## src/rtl/soc_csr_bank.sv

```systemverilog
// -----------------------------------------------------------------------------
// soc_csr_bank
//   CSR slave on the SoC word bus. It sits between the interconnect and a
//   peripheral core and provides:
//   - NUM_RW 32-bit control registers, with byte-lane writes and a one-cycle
//     write strobe per register.
//   - NUM_RO 32-bit read-only status registers, sampled from the core.
//   - An IRQ pending register (write 1 to clear) and a mask register, which
//     drive a registered interrupt output.
//   Writes complete in the cycle they are presented. Reads complete RD_LAT
//   cycles after they are accepted.
//
//   Word map:
//     0 .. NUM_RW-1                    ctrl
//     NUM_RW .. NUM_RW+NUM_RO-1        status
//     P = NUM_RW+NUM_RO                irq pending (W1C)
//     P+1                              irq mask
//     P+2                              unmapped error counter, present only
//                                      when CSR_BANK_ERRCNT_EN is defined
//
// Optional feature macro: CSR_BANK_ERRCNT_EN
//   When defined, word P+2 holds a 16-bit saturating count of accesses to
//   unmapped addresses. Any write to P+2 clears the count. When the macro is
//   not defined, P+2 is unmapped.
//
// Ports
//   clk        in   1            bus clock
//   arst_n     in   1            asynchronous active-low reset
//   vld        in   1            request valid; the master holds it until rdy
//   rdy        out  1            request complete (write: same cycle; read: rdat valid)
//   we         in   4            byte write enables; any bit set = write, 0 = read
//   addr       in   ADDR_W       word address
//   wdat       in   32           write data
//   rdat       out  32           read data; holds the last read value
//   ctrl_o     out  NUM_RW*32    control register contents
//   wr_stb_o   out  NUM_RW       one-cycle pulse in the cycle after a write to reg i
//   status_i   in   NUM_RO*32    status inputs, sampled when a read is accepted
//   irq_set_i  in   IRQ_W        per-bit set pulses into pending
//   irq_o      out  1            registered |(pend & mask)
// -----------------------------------------------------------------------------
module soc_csr_bank #(
    parameter int                   NUM_RW = 8,
    parameter int                   NUM_RO = 4,
    parameter int                   IRQ_W  = 8,
    parameter int                   ADDR_W = 11,
    parameter int                   RD_LAT = 1,
    parameter logic [NUM_RW*32-1:0] RW_RST = '0
) (
    input  logic                   clk,
    input  logic                   arst_n,
    input  logic                   vld,
    output logic                   rdy,
    input  logic [3:0]             we,
    input  logic [ADDR_W-1:0]      addr,
    input  logic [31:0]            wdat,
    output logic [31:0]            rdat,
    output logic [NUM_RW*32-1:0]   ctrl_o,
    output logic [NUM_RW-1:0]      wr_stb_o,
    input  logic [NUM_RO*32-1:0]   status_i,
    input  logic [IRQ_W-1:0]       irq_set_i,
    output logic                   irq_o
);

    localparam logic [31:0] IDX_PEND = 32'(NUM_RW + NUM_RO);
    localparam logic [31:0] IDX_MASK = IDX_PEND + 32'd1;
    localparam logic [31:0] IDX_ERR  = IDX_PEND + 32'd2;
    // WAIT is held for RD_LAT-1 cycles, so the counter starts at RD_LAT-2.
    localparam logic [1:0]  WAIT_INIT = 2'((RD_LAT > 1) ? (RD_LAT - 2) : 0);

    typedef enum logic [1:0] {
        S_IDLE,
        S_WAIT,
        S_DONE
    } state_t;

    state_t             state;
    logic [1:0]         wait_cnt;
    logic [31:0]        addr_w;
    logic [31:0]        lane_mask;
    logic [31:0]        rd_mux;
    logic [31:0]        rd_buf;
    logic [31:0]        rdat_q;
    logic [31:0]        ctrl_q [NUM_RW];
    logic [NUM_RW-1:0]  stb_q;
    logic [IRQ_W-1:0]   pend_q;
    logic [IRQ_W-1:0]   mask_q;
    logic [IRQ_W-1:0]   mask_d;
    logic [IRQ_W-1:0]   clr;
    logic               irq_q;
    logic               wr_acc;
    logic               rd_acc;
    logic               unmapped;

    // Compare the address at its full width so that nothing above the top of
    // the map aliases onto a register.
    assign addr_w    = 32'(addr);
    assign lane_mask = {{8{we[3]}}, {8{we[2]}}, {8{we[1]}}, {8{we[0]}}};

    // Requests are accepted only in IDLE. vld stays high through WAIT/DONE,
    // but the read is not accepted a second time.
    assign wr_acc = (state == S_IDLE) && vld && (we != 4'b0000);
    assign rd_acc = (state == S_IDLE) && vld && (we == 4'b0000);

    // A write completes combinationally in its accept cycle. A read completes
    // from the registered DONE state.
    assign rdy = wr_acc || (state == S_DONE);

`ifdef CSR_BANK_ERRCNT_EN
    assign unmapped = (addr_w > IDX_ERR);
`else
    assign unmapped = (addr_w >= IDX_ERR);
`endif

`ifdef CSR_BANK_ERRCNT_EN
    logic [15:0] err_q;

    always_ff @(posedge clk or negedge arst_n) begin
        if (!arst_n) begin
            err_q <= 16'h0000;
        end else if (wr_acc && (addr_w == IDX_ERR)) begin
            // Clear takes priority. A write to P+2 is mapped, so it cannot
            // also count as an unmapped access.
            err_q <= 16'h0000;
        end else if ((wr_acc || rd_acc) && unmapped && (err_q != 16'hFFFF)) begin
            err_q <= err_q + 16'd1;
        end
    end
`endif

    // Read mux: the value presented at the accept edge.
    always_comb begin
        // NOTE: assign a default first so that every path drives rd_mux and no latch is inferred.
        rd_mux = 32'h0000_0000;
        for (int i = 0; i < NUM_RW; i++) begin
            if (addr_w == 32'(i)) rd_mux = ctrl_q[i];
        end
        for (int j = 0; j < NUM_RO; j++) begin
            if (addr_w == 32'(NUM_RW + j)) rd_mux = status_i[32*j +: 32];
        end
        if (addr_w == IDX_PEND) rd_mux = 32'(pend_q);
        if (addr_w == IDX_MASK) rd_mux = 32'(mask_q);
`ifdef CSR_BANK_ERRCNT_EN
        if (addr_w == IDX_ERR)  rd_mux = {16'h0000, err_q};
`endif
    end

    // Per-bit W1C clear of pending and byte-lane update of the mask.
    always_comb begin
        clr    = '0;
        mask_d = mask_q;
        for (int b = 0; b < IRQ_W; b++) begin
            if (wr_acc && (addr_w == IDX_PEND)) clr[b] = lane_mask[b] & wdat[b];
            if (wr_acc && (addr_w == IDX_MASK) && lane_mask[b]) mask_d[b] = wdat[b];
        end
    end

    // Control registers and their write strobes.
    always_ff @(posedge clk or negedge arst_n) begin
        if (!arst_n) begin
            // NOTE: ctrl_q is a small flop array, not a RAM, so each entry is reset to its own value.
            for (int i = 0; i < NUM_RW; i++) ctrl_q[i] <= RW_RST[32*i +: 32];
            stb_q <= '0;
        end else begin
            // NOTE: sequential state uses non-blocking assignments only; a later write in this block overrides the default.
            stb_q <= '0;
            for (int i = 0; i < NUM_RW; i++) begin
                if (wr_acc && (addr_w == 32'(i))) begin
                    ctrl_q[i] <= (ctrl_q[i] & ~lane_mask) | (wdat & lane_mask);
                    // The strobe fires even if the written bytes leave the data unchanged.
                    stb_q[i]  <= 1'b1;
                end
            end
        end
    end

    // IRQ pending, mask and registered output. A set pulse wins over a W1C
    // clear of the same bit in the same cycle.
    always_ff @(posedge clk or negedge arst_n) begin
        if (!arst_n) begin
            pend_q <= '0;
            mask_q <= '0;
            irq_q  <= 1'b0;
        end else begin
            pend_q <= (pend_q & ~clr) | irq_set_i;
            mask_q <= mask_d;
            irq_q  <= |(pend_q & mask_q);
        end
    end

    // Read FSM. The data is captured at the accept edge and copied into rdat
    // on entry to DONE, so rdat keeps its previous value until the read
    // completes. A reset drops any read in flight.
    always_ff @(posedge clk or negedge arst_n) begin
        if (!arst_n) begin
            state    <= S_IDLE;
            wait_cnt <= 2'd0;
            rd_buf   <= 32'h0000_0000;
            rdat_q   <= 32'h0000_0000;
        end else begin
            case (state)
                S_IDLE: begin
                    if (rd_acc) begin
                        if (RD_LAT == 1) begin
                            rdat_q <= rd_mux;
                            state  <= S_DONE;
                        end else begin
                            rd_buf   <= rd_mux;
                            wait_cnt <= WAIT_INIT;
                            state    <= S_WAIT;
                        end
                    end
                end
                S_WAIT: begin
                    if (wait_cnt == 2'd0) begin
                        rdat_q <= rd_buf;
                        state  <= S_DONE;
                    end else begin
                        wait_cnt <= wait_cnt - 2'd1;
                    end
                end
                S_DONE:  state <= S_IDLE;
                default: state <= S_IDLE;
            endcase
        end
    end

    always_comb begin
        ctrl_o = '0;
        for (int i = 0; i < NUM_RW; i++) ctrl_o[32*i +: 32] = ctrl_q[i];
    end

    assign rdat     = rdat_q;
    assign wr_stb_o = stb_q;
    assign irq_o    = irq_q;

endmodule

```

## config.mk

```make
export PLATFORM = sky130hd
export DESIGN_NAME = soc_csr_bank
export DESIGN_NICKNAME = d
export VERILOG_FILES = /design/src/rtl/soc_csr_bank.sv
export SDC_FILE = /design/constraint.sdc
export NUM_CORES = 1
export LEC_CHECK = 0
export CORE_MARGIN = 4
export CORE_UTILIZATION = 27
export CTS_CLUSTER_DIAMETER = 120
export DETAILED_ROUTE_END_ITERATION = 8
export HOLD_SLACK_MARGIN = 0.15
export SYNTH_ARGS = -nofsm -noshare
export SYNTH_HDL_FRONTEND = slang
export SYNTH_SLANG_ARGS = --single-unit
```

## constraint.sdc

```tcl
create_clock -name clk -period 3.5 [get_ports clk]
set_clock_uncertainty 0.15 [all_clocks]
set_input_delay 0.35 -clock clk [delete_from_list [all_inputs] [get_ports clk]]
set_output_delay 0.35 -clock clk [all_outputs]
set_load 0.005 [all_outputs]
```

# Word level (Yosys, flattened, before mapping)
# Cells that the tools add are included.
[totals] regBits=317 input_bits=186 output_inout_bits=298 wordCells=125
[classes] addsub=1 eq_ne=17 mux=36 bitwise=31 reduce_logical=25
[op_table] op="32-bit two-way mux" count=16
[op_table] op="32-bit AND" count=9
[op_table] op="32-bit bitwise OR" count=8
[op_table] op="11-bit by 4-bit equality test with 1-bit output (second input constant)" count=6
[op_table] op="32-bit case mux with 2 select lines" count=1
[op_table] op="11-bit by 3-bit equality test with 1-bit output (second input constant)" count=4
[op_table] op="32-bit zero test" count=1
[op_table] op="32-bit NOT" count=1
[op_table] op="11-bit by 2-bit equality test with 1-bit output (second input constant)" count=2
[op_table] op="8-bit AND" count=2
[op_table] op="1-bit two-way mux" count=16
[op_table] op="1-bit logical AND" count=14
[op_table] op="11-bit by 1-bit equality test with 1-bit output (second input constant)" count=1
[op_table] op="1-bit AND" count=8
[op_table] op="8-bit NOT" count=1
[op_table] op="8-bit bitwise OR" count=1
[op_table] op="8-bit OR reduction" count=1
[op_table] op="2-bit zero test" count=2
[op_table] op="4-bit zero test" count=1
[op_table] op="2-bit two-way mux" count=2
[op_table] op="2-bit != test (second input constant)" count=2
[op_table] op="2-bit case mux with 2 select lines" count=1
[op_table] op="2-bit AND reduction" count=2
[op_table] op="4-bit nonzero test" count=1
[op_table] op="other kinds (7)" count=7

# Longest topological paths before layout
[logic_depth] ltp_word=17 depth_mapped=9 depth_no_buf=7

# Worst setup path before layout
# OpenSTA, ideal clock, no wires.
[synth_path] kind="input port to flip-flop" start="input addr[5]" end="register with a tool-made name" arrival_time_ps=2205 setup_slack_ps=1021 cell_stages=6 path_cell_list="or4_4 buf_6 or2_4 buf_6 nor3_4 mux2_2"
[synth_rtl] item="start: declaration" line="54" source="input logic [ADDR_W-1:0] addr,"

# Final worst setup path
[layout_path] start="input addr[8]" end="register rdat_q[11], in the netlist rdat[11]"
[layout_via] elab_chain_len=17 elab_cells_between_ends=30 classes_between="eq/ne (13); mux (16); reduce/logical (1)"
[layout_rtl] item="32-bit zero test" line="135" source="if (addr_w == 32'(i)) rd_mux = ctrl_q[i];"
[layout_rtl] item="32-bit two-way mux (8 in a row)" line="135"
[layout_rtl] item="32-bit two-way mux (4 in a row)" line="138" source="if (addr_w == 32'(NUM_RW + j)) rd_mux = status_i[32*j +: 32];"
[layout_rtl] item="32-bit two-way mux" line="140" source="if (addr_w == IDX_PEND) rd_mux = 32'(pend_q);"
[layout_rtl] item="32-bit two-way mux *" line="141" source="if (addr_w == IDX_MASK) rd_mux = 32'(mask_q);"
[layout_rtl] item="32-bit two-way mux *" line="202" source="if (rd_acc) begin"
[layout_rtl] item="32-bit case mux with 2 select lines *" line="200" source="case (state)"
[layout_rtl] item="end signal: assignment" line="204" source="rdat_q <= rd_mux;"
[layout_rtl] item="end signal: assignment" line="215" source="rdat_q <= rd_buf;"
[layout_rtl] item="end: declaration" line="82" source="logic [31:0] rdat_q;"
# Every way passes the cells marked *; elsewhere a longest branch is shown, timed or not. The select of a mux whose other input is x is not followed.
# A chain may end at the register's enable or synchronous reset.

==> flow_results.org <==
** Power and ir drop
- Power spread over the standard cell area amounts to 377 mW/mm2.
- Static Leak :: ~9.9 nW
- Internal Pwr Total :: between 6 and 7 mW
- Reg power frac :: approximately two fifths
- Net switching share of the total power :: between 20% and 30%
- The clock network burns 49.9% of the power.
- The analysis attributes to net switching a power of just over 2 mW.
- Worst-case vdd ir drop :: 0.248 mV
- Combinational cell fraction of total power :: under 10%

** Floorplanning
- # IOs :: just under 500
- X dimension of the die :: ~250 um
- Number of cell rows :: between 80 and 90
- After floorplanning, the core was sized to cover ~0.057 mm2.
- From bottom edge to top edge, the die measures between 200 and 250 um.
- The die covers 0.0617 mm2.
- Once the floorplan was initialized, standard cells occupied 27.5% of the core.

** Layout
- The layout has 5474 filler cells.
- Area growth syn-to-layout :: 49.6%
- After the last flow step, the layout net total stands at 2060.
- Share of final-layout standard cells stronger than drive strength 1 :: approximately a quarter
- Non-filler instance count after layout :: 2663
- For this run, the share of the core covered by cells in the final layout is between 40% and 50%.

** STA
- Count of final setup violators :: 0
- The final count of hold timing violations came to 0.
- Max Freq :: 323 MHz
- Final worst-path cycle share :: between 80% and 90%
- Headroom to the max-slew limit came out at 39.5%.
- Pins over their slew limit :: 0
- Setup repair after global routing left no endpoint under its margin.
- After layout, the minimum clock period comes to ~3.1 ns.
- At the pin with the least slew margin, the transition time is slightly below 0.9 ns.

** Clock network
- The number of gates resized after CTS was 0.
- For this design, the sink count on the clock tree is 314.
- Clock transition at path regs :: 0.06 ns
- Insertion delay of the later-clocked pin in the worst-skew pair :: ~0.55 ns
- Max Buffers Root-to-Sink :: 3
- Clock tree synthesis selected as its root buffer the cell sky130_fd_sc_hd__clkbuf_16.
- Hold_buf cts :: 1
- Clock buffer count from CTS :: 39
- The clock tree synthesis step divided the H-tree into 2 levels.
- Buffer count from post-CTS setup fixing :: 0
- TritonCTS built the clock tree.

** Synthesis
- Synth Flop Type :: sky130_fd_sc_hd__dfrtp_1
- Average footprint of a synthesized cell :: about 12 um2
- Top area cells in the synthesized netlist :: sky130_fd_sc_hd__dfrtp_1, sky130_fd_sc_hd__mux2_2, sky130_fd_sc_hd__a21oi_1, sky130_fd_sc_hd__o21ai_0, sky130_fd_sc_hd__nand2_1
- Area fraction of the dominant cell type after synthesis :: roughly half
- After Yosys synthesis, XOR and XNOR cells account for 0% of the synthesized area.
- The biggest area contributor in the post-synthesis netlist is sky130_fd_sc_hd__dfrtp_1.
- Of the total synthesized cell area, the portion taken by AND, OR, NAND and NOR gates is ~10%.
- Of all flip-flops after synthesis, the portion carrying an async set or reset was between 90% and 100%.
- Among all cell types in the netlist, the one instantiated most often is sky130_fd_sc_hd__dfrtp_1.
- Summing the areas of all compound-gate instances in the mapped netlist gives between 10% and 20% of the synthesized area.
- Counting every net in the synthesized netlist gives roughly 1500.
- After synthesis, the largest family of logic cells by area is multiplexers.
- Syn Inst Count :: roughly 1300
- Measured against the total synthesized area, the mux share comes to ~22%.
- For this run, the number of Yosys warnings is 0.
- Total standard cell area after synthesis :: about 0.016 mm2
- After synthesis, the most frequently instantiated cells are sky130_fd_sc_hd__dfrtp_1, sky130_fd_sc_hd__mux2_2, sky130_fd_sc_hd__nand2_1.
- Fraction of the yosys area taken by sequential cells :: approximately half
- Number of flops mapped to enable cells by yosys :: 0
- Count of distinct cell types in the synthesized netlist :: 66
- Arithmetic-cell share of the synthesized area counting full adders, half adders and majority gates :: 0%
- FF+latch count, synth :: between 300 and 400

** Place
- Estimated wirelength of the detail-placed design :: between 60 and 70 mm
- Routability-driven placement finished with a final weighted congestion of 0.868.
- Placed cell count :: between 2000 and 3000
- Input and output buffers added on the ports amount to slightly below 500.

** Worst setup path
- Origin of the critical flop-to-flop path :: state[1]$_DFFE_PN0P_
- STA classifies the critical path startpoint as a primary input.
- At the worst endpoint, the required time is around 3.8 ns.
- In this run the worst setup path begins at addr[8].
- The critical path ends at rdat[11]$_DFFE_PN0P_.
- Critical Path End Type :: register
- In this run the register-to-register setup slack is between 1 and 1.5 ns.
- Worst-case reg-to-reg path depth :: 6
- The worst setup path is of the primary input to register kind.
- Maximum fanout count along the critical path :: 7
- Critical Path AT :: around 3.4 ns

** Global routing
- Via count of the first global-routing pass :: about 15000
- Summed over all layers, the global routing overflow is 0.
- Maximum number of pins on one net before global-route repair :: 82
- Initial antenna violation count :: 11
- Global routing used 25.4% of the available tracks.
- The first global-routing pass estimated between 100 and 150 mm of wire.

** Outcome
- The flow ran to the end, and the final reports show no timing, DRC or antenna violations.

** Drt
- In the final routed layout, each cell accounts on average for approximately 30 um.
- Using the TritonRoute via totals, the vias-per-cell ratio works out to between 5 and 6.
- The first routing iteration left between 1500 and 2000 violations.
- DR pass1 iterations :: 6
- The detail route stage leaves a number of antenna-violating nets equal to 0.
- Across all layers, the routed design uses approximately 15000 vias.
- Summed over all layers, the routed wires come to approximately 80 mm.
- After detailed routing, the number of remaining DRC violations is 0.

** Worst hold path
- The worst hold path passes through 2 cells.
- The worst hold path belongs to the class primary input to register.

** Flow run
- Across the run, the number of max-cap violations was 0.
## stage by stage
| step | worst slack [ns] | hold WS, ns | TNS [ns] | power (mW) | instance area, um2 |
|---|---|---|---|---|---|
| 6_report | 0.400 | 0.231 | 0 | 8.80 | 23300 |
| 5_1_grt | 0.286 | 0.241 | 0 | 9.04 | 23300 |
| 4_1_cts | 0.334 | 0.211 | 0 | 8.88 | 23300 |
| 3_5_place_dp | -0.233 | 0.275 | -0.233 | 4.47 | 21900 |
| 3_3_place_gp | -0.175 | 0.256 | -0.175 | 4.46 | 21900 |
| 2_1_floorplan | 1.02 | -0.0956 | 0 | 3.92 | 15600 |
## kinds of logic after synthesis
kind of cell / Yosys count
simple gates: 285
compound gates: 358
buf+inv: 89
flops: 314
mux: 292
## cells in the final DEF, fill, tap and decap left out, types with 12 or more instances in the layout
cell and count:
sky130_fd_sc_hd__a2111oi_0 14, sky130_fd_sc_hd__a211oi_1 16, sky130_fd_sc_hd__a21o_1 13, sky130_fd_sc_hd__a21oi_1 89, sky130_fd_sc_hd__a221oi_1 13, sky130_fd_sc_hd__a222oi_1 25, sky130_fd_sc_hd__a22oi_1 15, sky130_fd_sc_hd__buf_4 87
sky130_fd_sc_hd__clkbuf_16 41, sky130_fd_sc_hd__clkdlybuf4s50_1 480, sky130_fd_sc_hd__dfrtp_1 314, sky130_fd_sc_hd__mux2_2 266, sky130_fd_sc_hd__mux4_2 12, sky130_fd_sc_hd__nand2_1 104, sky130_fd_sc_hd__nand3_1 23, sky130_fd_sc_hd__nor2_1 62
sky130_fd_sc_hd__nor2_4 14, sky130_fd_sc_hd__nor3_4 13, sky130_fd_sc_hd__o21ai_0 88, sky130_fd_sc_hd__o22ai_1 24
## worst max-delay path, stage by stage
cell                              delay (ns)
sky130_fd_sc_hd__clkdlybuf4s50_1        0.54
sky130_fd_sc_hd__buf_4                  0.23
sky130_fd_sc_hd__or3_1                  0.47
sky130_fd_sc_hd__buf_4                  0.23
sky130_fd_sc_hd__nor3_2                 0.57
sky130_fd_sc_hd__a221oi_1               0.15
sky130_fd_sc_hd__o21ai_0                0.56
sky130_fd_sc_hd__o2bb2ai_1              0.19
sky130_fd_sc_hd__a22o_1                 0.15
## how the worst min path moves through the flow
| stage | end | from |
|---|---|---|
| final | pend_q[5]$_DFF_PN0_ | irq_set_i[5] |
| after global routing | pend_q[1]$_DFF_PN0_ | irq_set_i[1] |
| after CTS | pend_q[5]$_DFF_PN0_ | irq_set_i[5] |
| after detailed placement | asynchronous set/reset pin | arst_n |
| after global placement | asynchronous set/reset pin | arst_n |
| after floorplan | asynchronous set/reset pin | arst_n |
## layer usage
metal | routed length (um) | vias to the layer above | track usage (%) | part of all wire, %
met4 | 2420 | 14 | 8.32 | 3.0
met1 | 33600 | 7493 | 33.9 | 42
met3 | 7350 | 140 | 6.48 | 9.1
li1 | - | 6170 | - | -
met2 | 37300 | 824 | 40.4 | 46
met5 | 103 | - | 0 | 0.13
## power by group through the flow
stage	Sequential, mW	Combinational (mW)	Clock, mW
2_1_floorplan	3.73	0.190	0
3_3_place_gp	3.74	0.723	0
3_5_place_dp	3.74	0.729	0
4_1_cts	3.67	0.733	4.47
5_1_grt	3.67	0.775	4.59
6_report	3.67	0.732	4.39
## cell type report
type	count	area [um2]	share of cell area (%)
antenna	3	7.51	0.0322
timing repair buffer	580	5700	24.4
clock buffer	55	1160	4.96
multi-input combinational	935	7420	31.8
sequential	314	7860	33.7
clock inverter	16	241	1.03
inverter	4	15.0	0.0643
tap	756	946	4.05
Power figures use the tool's default switching activity.
